<file path="config.mk">
export PLATFORM = sky130hd
export DESIGN_NAME = uart_tx_frame
export DESIGN_NICKNAME = d
export VERILOG_FILES = /design/src/rtl/uart_pkg.sv /design/src/rtl/uart_tx_word_ser.sv /design/src/rtl/uart_tx_frame.sv
export SDC_FILE = /design/constraint.sdc
export NUM_CORES = 1
export LEC_CHECK = 0
export CORE_MARGIN = 3
export CORE_UTILIZATION = 55
export CTS_CLUSTER_SIZE = 16
export DETAILED_ROUTE_END_ITERATION = 8
export PLACE_DENSITY_LB_ADDON = 0.08
export SETUP_SLACK_MARGIN = 0.2
export SLEW_MARGIN = 0
export SYNTH_ARGS = -nofsm -noshare
export SYNTH_HDL_FRONTEND = slang
export SYNTH_SLANG_ARGS = --single-unit
export TNS_END_PERCENT = 5
</file>
<file path="constraint.sdc">
create_clock -name clk_9k6hz -period 2.6 [get_ports clk_9k6hz]
set_clock_uncertainty 0.2 [all_clocks]
set_input_delay 0.78 -clock clk_9k6hz [delete_from_list [all_inputs] [get_ports clk_9k6hz]]
set_output_delay 0.78 -clock clk_9k6hz [all_outputs]
set_load 0.01 [all_outputs]
</file>
<file path="src/rtl/uart_pkg.sv">
// Shared types and helpers for the framed UART transmitter.
// Holds the FSM state encoding, parity modes and frame arithmetic.
package uart_pkg;

   typedef enum logic [2:0] {
      S_IDLE,
      S_START,
      S_DATA,
      S_PARITY,
      S_STOP,
      S_GAP
   } state_e;

   localparam int PARITY_NONE = 0;
   localparam int PARITY_EVEN = 1;
   localparam int PARITY_ODD  = 2;

   // Parity bit for the low nbits of word; odd mode inverts the XOR.
   function automatic logic parity_bit(input logic [8:0] word, input int nbits, input int mode);
      logic p;
      p = 1'b0;
      for (int i = 0; i < 9; i++)
         if (i < nbits) p = p ^ word[i];
      return (mode == PARITY_ODD) ? ~p : p;
   endfunction

   // Cycles from the first start bit to the last stop bit of a frame.
   function automatic int frame_len(input int nb, input int db, input int par,
                                    input int sb, input int gap);
      return nb * (1 + db + ((par != PARITY_NONE) ? 1 : 0) + sb) + (nb - 1) * gap;
   endfunction

endpackage

</file>
<file path="src/rtl/uart_tx_word_ser.sv">
// Single-word serialiser: loads a word, shifts it out LSB first on request
// and flags once every data bit has been handed out.
module uart_tx_word_ser
   import uart_pkg::*;
#(
   parameter int DATA_BITS = 8,
   parameter int PARITY    = 0
)
(
   input  logic                 clk_9k6hz,
   input  logic                 rst_n,
   input  logic                 load_i,
   input  logic [DATA_BITS-1:0] word_i,
   input  logic                 shift_i,
   output logic                 bit_o,
   output logic                 par_o,
   output logic                 done_o
);

   localparam int CNT_W = $clog2(DATA_BITS + 1);

   logic [DATA_BITS-1:0] shreg_q, shreg_d;
   logic [CNT_W-1:0]     cnt_q, cnt_d;
   logic                 par_q, par_d;

   // cnt counts bits already handed to the line, so done means the last one is out.
   always_comb begin
      shreg_d = shreg_q;
      cnt_d   = cnt_q;
      par_d   = par_q;
      if (load_i) begin
         shreg_d = word_i;
         cnt_d   = '0;
         par_d   = parity_bit(9'(word_i), DATA_BITS, PARITY);
      end else if (shift_i) begin
         shreg_d = shreg_q >> 1;
         cnt_d   = cnt_q + 1'b1;
      end
   end

   always_ff @(posedge clk_9k6hz or negedge rst_n) begin
      if (!rst_n) begin
         shreg_q <= '0;
         cnt_q   <= '0;
         par_q   <= 1'b0;
      end else begin
         shreg_q <= shreg_d;
         cnt_q   <= cnt_d;
         par_q   <= par_d;
      end
   end

   assign bit_o  = shreg_q[0];
   assign par_o  = par_q;
   assign done_o = (cnt_q == CNT_W'(DATA_BITS));

endmodule

</file>
<file path="src/rtl/uart_tx_frame.sv">
// Framed UART transmitter: sequences NUM_BYTES words through the word
// serialiser with parity, stop bits, inter-word gap, abort and handshake.
module uart_tx_frame
   import uart_pkg::*;
#(
   parameter int DATA_BITS  = 8,
   parameter int NUM_BYTES  = 2,
   parameter int PARITY     = 0,
   parameter int STOP_BITS  = 1,
   parameter int GAP_CYCLES = 4
)
(
   input  logic                                           clk_9k6hz,
   input  logic                                           rst_n,
   input  logic                                           start,
   input  logic [DATA_BITS*NUM_BYTES-1:0]                 data,
   input  logic                                           abort,
   output logic                                           tx,
   output logic                                           busy,
   output logic                                           byte_done,
   output logic [((NUM_BYTES > 1) ? $clog2(NUM_BYTES) : 1)-1:0] byte_idx,
   output logic                                           frame_done
);

   localparam int IDX_W   = (NUM_BYTES > 1) ? $clog2(NUM_BYTES) : 1;
   localparam bit HAS_PAR = (PARITY == PARITY_EVEN) || (PARITY == PARITY_ODD);

   state_e                         state_q, state_d;
   logic [IDX_W-1:0]               word_q, word_d, word_nx;
   logic [DATA_BITS*NUM_BYTES-1:0] data_q, data_d;
   logic                           stop_q, stop_d;
   logic [3:0]                     gap_q, gap_d;
   logic                           tx_q, tx_d, busy_q, busy_d;
   logic                           bd_q, bd_d, fd_q, fd_d, pend_q, pend_d;
   logic [IDX_W-1:0]               idx_q, idx_d;

   logic                 ser_load, ser_shift, ser_bit, ser_par, ser_done;
   logic [DATA_BITS-1:0] ser_word;

   assign word_nx = word_q + 1'b1;

   uart_tx_word_ser #(
      .DATA_BITS (DATA_BITS),
      .PARITY    (PARITY)
   ) u_ser (
      .clk_9k6hz (clk_9k6hz),
      .rst_n     (rst_n),
      .load_i    (ser_load),
      .word_i    (ser_word),
      .shift_i   (ser_shift),
      .bit_o     (ser_bit),
      .par_o     (ser_par),
      .done_o    (ser_done)
   );

   // tx_d is the line level for the state being entered, so tx is a plain register.
   always_comb begin
      state_d   = state_q;
      word_d    = word_q;
      data_d    = data_q;
      stop_d    = stop_q;
      gap_d     = gap_q;
      tx_d      = 1'b1;
      busy_d    = busy_q;
      bd_d      = 1'b0;
      idx_d     = idx_q;
      fd_d      = 1'b0;
      pend_d    = 1'b0;
      ser_load  = 1'b0;
      ser_shift = 1'b0;
      ser_word  = data_q[DATA_BITS-1:0];

      unique case (state_q)
         S_IDLE: begin
            busy_d = 1'b0;
            // A start seen in the frame_done cycle launches one cycle late,
            // keeping back-to-back frames two idle bits apart.
            if (pend_q || (start && !fd_q)) begin
               if (!pend_q) begin
                  data_d   = data;
                  ser_word = data[DATA_BITS-1:0];
               end
               ser_load = 1'b1;
               word_d   = '0;
               busy_d   = 1'b1;
               tx_d     = 1'b0;
               state_d  = S_START;
            end else if (start) begin
               data_d = data;
               pend_d = 1'b1;
            end
         end
         S_START: begin
            tx_d      = ser_bit;
            ser_shift = 1'b1;
            state_d   = S_DATA;
         end
         S_DATA: begin
            if (!ser_done) begin
               tx_d      = ser_bit;
               ser_shift = 1'b1;
            end else if (HAS_PAR) begin
               tx_d    = ser_par;
               state_d = S_PARITY;
            end else begin
               stop_d  = 1'b0;
               state_d = S_STOP;
            end
         end
         S_PARITY: begin
            stop_d  = 1'b0;
            state_d = S_STOP;
         end
         S_STOP: begin
            if (stop_q == 1'(STOP_BITS - 1)) begin
               bd_d  = 1'b1;
               idx_d = word_q;
               if (word_q == IDX_W'(NUM_BYTES - 1)) begin
                  fd_d    = 1'b1;
                  busy_d  = 1'b0;
                  state_d = S_IDLE;
               end else if (GAP_CYCLES > 0) begin
                  gap_d   = '0;
                  state_d = S_GAP;
               end else begin
                  word_d   = word_nx;
                  ser_load = 1'b1;
                  ser_word = data_q[word_nx*DATA_BITS +: DATA_BITS];
                  tx_d     = 1'b0;
                  state_d  = S_START;
               end
            end else begin
               stop_d = stop_q + 1'b1;
            end
         end
         S_GAP: begin
            if (gap_q == 4'(GAP_CYCLES - 1)) begin
               word_d   = word_nx;
               ser_load = 1'b1;
               ser_word = data_q[word_nx*DATA_BITS +: DATA_BITS];
               tx_d     = 1'b0;
               state_d  = S_START;
            end else begin
               gap_d = gap_q + 1'b1;
            end
         end
         default: state_d = S_IDLE;
      endcase

      // Abort overrides everything, including a coinciding final stop edge.
      if (abort && (state_q != S_IDLE)) begin
         state_d   = S_IDLE;
         tx_d      = 1'b1;
         busy_d    = 1'b0;
         bd_d      = 1'b0;
         fd_d      = 1'b0;
         idx_d     = idx_q;
         ser_load  = 1'b0;
         ser_shift = 1'b0;
      end
   end

   always_ff @(posedge clk_9k6hz or negedge rst_n) begin
      if (!rst_n) begin
         state_q <= S_IDLE;
         word_q  <= '0;
         data_q  <= '0;
         stop_q  <= 1'b0;
         gap_q   <= '0;
         tx_q    <= 1'b1;
         busy_q  <= 1'b0;
         bd_q    <= 1'b0;
         idx_q   <= '0;
         fd_q    <= 1'b0;
         pend_q  <= 1'b0;
      end else begin
         state_q <= state_d;
         word_q  <= word_d;
         data_q  <= data_d;
         stop_q  <= stop_d;
         gap_q   <= gap_d;
         tx_q    <= tx_d;
         busy_q  <= busy_d;
         bd_q    <= bd_d;
         idx_q   <= idx_d;
         fd_q    <= fd_d;
         pend_q  <= pend_d;
      end
   end

   assign tx         = tx_q;
   assign busy       = busy_q;
   assign byte_done  = bd_q;
   assign byte_idx   = idx_q;
   assign frame_done = fd_q;

endmodule

</file>
==> results.md <==
- Rows: 22
- Nets: 279
- Layout cells sized above 1: 19.1%
- Worst endpoint required time: 2600 ps
- Post-CTS setup buffer count: 0
- TritonCTS Buffers: 5
- Clock Latency Late Sink: 290 ps
- Avg Cell Area, Syn: 9.52 sq um
- WS Path Type: input pin to flop
- MaxCap Viol Count: 0
- CTS Hold Bufs: 0
- Worst Hold Class: input pin to async pin
- Die area: 4720 sq um
- # DRC: 0
- Starting density of the core: 58.1%
- Worst slew margin: 64.5%
- DP Wirelength: 3520 um
- Crit-path max FO: 8
- R2R Setup Slk: 280 ps
- Max VDD drop: 522 uV
- Worst setup endpoint: u_ser.shreg_q[4]
- YS warnings: 0
- Largest net degree at the start of global routing: 26
- Seq cells post-synth: 42
- Iter 0 DRT Violations: 136
- Pre-CTS setup slack: -301 ps
- Worst Path Arrival: 2340 ps
- Die Span X: 68.7 um
- Synth Cell Area: 2160 sq um
- Slew Viols, Final: 0
- Sequential area share after synthesis: 48.7%
- Fin cells: 305
- Num Clock Sinks: 42
- Syn_nets: 250
- Setup crit end kind: flop
- PnR worst setup slack: 264 ps
- Setup-failing EPs final: 0
- Via count: 1,792
- Synth unique cells: 41
- Diode count: 0
- Max Buffers Root-to-Sink: 2
- First-pass GRT wire length: 8240 um
- H-tree depth: 2
- Clock root buffer: clkbuf_8
- Tmin final: 2340 ps
- Final Wtd Congestion: 0.803
- Hold Fails Final Rpt: 0
- Synthesized instance count: 227
- Period utilisation layout: 89.8%
- Power Density: 921 nW/um^2
- Setup TNS: 0 ps
- CP cell instances: clkdlybuf4s50_1 -> or4_4 -> and2_4 -> o221ai_1
- Highest Clock Rate: 0.428 GHz
- Worst R2R End: u_ser.shreg_q[4]
- Grt total ovfl: 0
- Placed Instances: 297
- Worst Tran Pin Value: 527 ps
- CP Launch Point: abort
- Pre-antenna DRT Iters: 4
- Vias in the first global route: 1,813
- DR WL/cell: 16.0 um
- Total Wirelength: 4900 um
- R2R depth: 5
- CP Launch Type: input pin
- CTS tree: yes
- Core ar.: 3720 sq um
- Buffers on Ports: 24
- Critical Path Slowest Stage Cell: or4_4
- Initial antenna violation count: 0
- Area grow syn2layout: 22.8%
- Total power: 2.45 mW
- # IOs: 25
- Overall Global Routing Usage: 24.1%
- DIE HEIGHT: 68.7 um
- RSZ-0062 raised after global routing: yes
- Clock Pin Slew Worst Setup and Hold Paths: 80 ps
- Slowest stage delay, CP: 620 ps
- Lkg Pwr: 1.16 nW
- Vias per cell: 5.88
- Status: completed
- Antenna viol nets, final: 0
- Critical R2R Launch: gap_q[0]
## cells in the final DEF (no fill, tap or decap), types with 4 or more instances in the layout
cell	netlist	layout
buf_4	0	14
clkdlybuf4s50_1	0	22
o221ai_1	7	7
nor2b_1	4	4
a311oi_2	0	7
nand3b_1	4	4
o21ai_0	17	17
dfrtp_1	41	41
nand2_1	18	18
inv_1	26	26
mux2_2	9	9
nor4_1	8	8
nor2_1	7	7
a21oi_1	9	8
nor3_1	9	9
nand4_1	5	5
clkbuf_8	0	6
nand3_1	5	5
## critical path: cells and delay by family
kind / cells / cell delay [ps]
AO/OA/AOI/OAI: 1 / 190
buffers and inverters: 1 / 530
AND/OR/NAND/NOR: 2 / 840
## Yosys cell counts
library cell,number,area share [%]
dfstp_2,1,1.2
a21oi_1,9,2.1
and3b_1,3,1.2
or3b_1,1,0.41
or2_2,1,0.29
or2_1,1,0.29
inv_1,26,4.5
o21bai_1,1,0.35
o21a_1,2,0.69
o22ai_1,3,0.87
nor4_1,8,2.3
xnor2_1,1,0.41
or4b_2,1,0.46
nor2b_1,4,1.2
mux2i_1,1,0.46
o21ai_0,17,3.9
and2_4,1,0.41
buf_2,3,0.69
ha_1,3,1.7
nor3b_1,1,0.35
nor3_1,9,2.1
clkbuf_1,11,1.9
nand3_1,5,1.2
nand4_1,5,1.4
or4b_1,1,0.46
dfrtp_1,41,47
xor2_1,2,0.81
nor2_1,7,1.2
and2_1,1,0.29
nor4b_1,2,0.81
a21o_1,1,0.35
o221ai_1,7,2.8
or3_1,3,0.87
o21ai_1,1,0.23
nand3b_1,4,1.4
mux2_2,9,4.7
or4_4,1,0.52
nand2_1,18,3.1
buf_6,2,1.0
a311oi_1,8,3.2
buf_1,1,0.17
## sequential cells by signal, summed over array words and instances (netlist names), 3 cells and up
signal         cells
u_ser.shreg_q      8
data_q            16
gap_q              4
state_q            3
u_ser.cnt_q        4
## how the worst min path moves through the flow
| stage | endpoint | depth (start not counted) | from |
|---|---|---|---|
| after floorplan | data_q[0] | 2 | data_q[0] |
| after detailed placement | data_q[0] | 2 | data_q[0] |
| after global placement | data_q[6] | 2 | data_q[6] |
| final | data_q[1] | 1 | rst_n |
| after global routing | data_q[0] | 1 | rst_n |
| after CTS | u_ser.shreg_q[4] | 1 | rst_n |
## metal layers
metal  global-route usage, %  wire [um]  vias to the layer above
met1                    29.0       2000                      874
met4                    10.2         89                        0
li1                        -          -                      856
met3                    4.86        248                        8
met5                       0          0                        -
met2                    41.6       2560                       54
## power breakdown
part           total [mW]  switching [mW]  internal, mW
registers            1.05           0.157         0.892
logic               0.968           0.495         0.473
clock network       0.428           0.214         0.214
## kinds of logic (layout without fill, tap and decap cells)
| group | after synthesis | after routing | share of synthesized area, % |
|---|---|---|---|
| simple gates | 77 | 77 | 20.3 |
| compound gates | 49 | 49 | 14.6 |
| buf+inv | 43 | 73 | 8.34 |
| flops | 42 | 42 | 48.7 |
| xor+xnor | 3 | 3 | 1.22 |
| mux | 10 | 10 | 5.15 |
| fa+ha+maj | 3 | 3 | 1.74 |
## stage by stage
stage / area (sq um) / hold WS, ps / util (%)
2_1_floorplan: 2160 / 250 / -
3_3_place_gp: 2500 / 269 / 67.2
3_5_place_dp: 2500 / 276 / 67.2
4_1_cts: 2640 / 242 / 71.1
5_1_grt: 2650 / 258 / 71.4
6_report: 2650 / 234 / 71.4
## cell type report
| cell class | count | area (sq um) |
|---|---|---|
| inverters | 26 | 97.6 |
| well taps | 48 | 60.1 |
| multi-input cells | 142 | 993 |
| fillers | 297 | 1060 |
| repair buffers | 39 | 359 |
| flip-flops and latches | 42 | 1050 |
| clock buffers | 7 | 86.3 |
| clock inverters | 1 | 5.00 |
## timing repair
item                                    CTS  global route
pin swaps                                11             0
hold endpoints to repair                  0             0
endpoints found under the setup margin    8            12
resized for setup                        11             2
No activity file was read; power rests on OpenSTA's default activity.
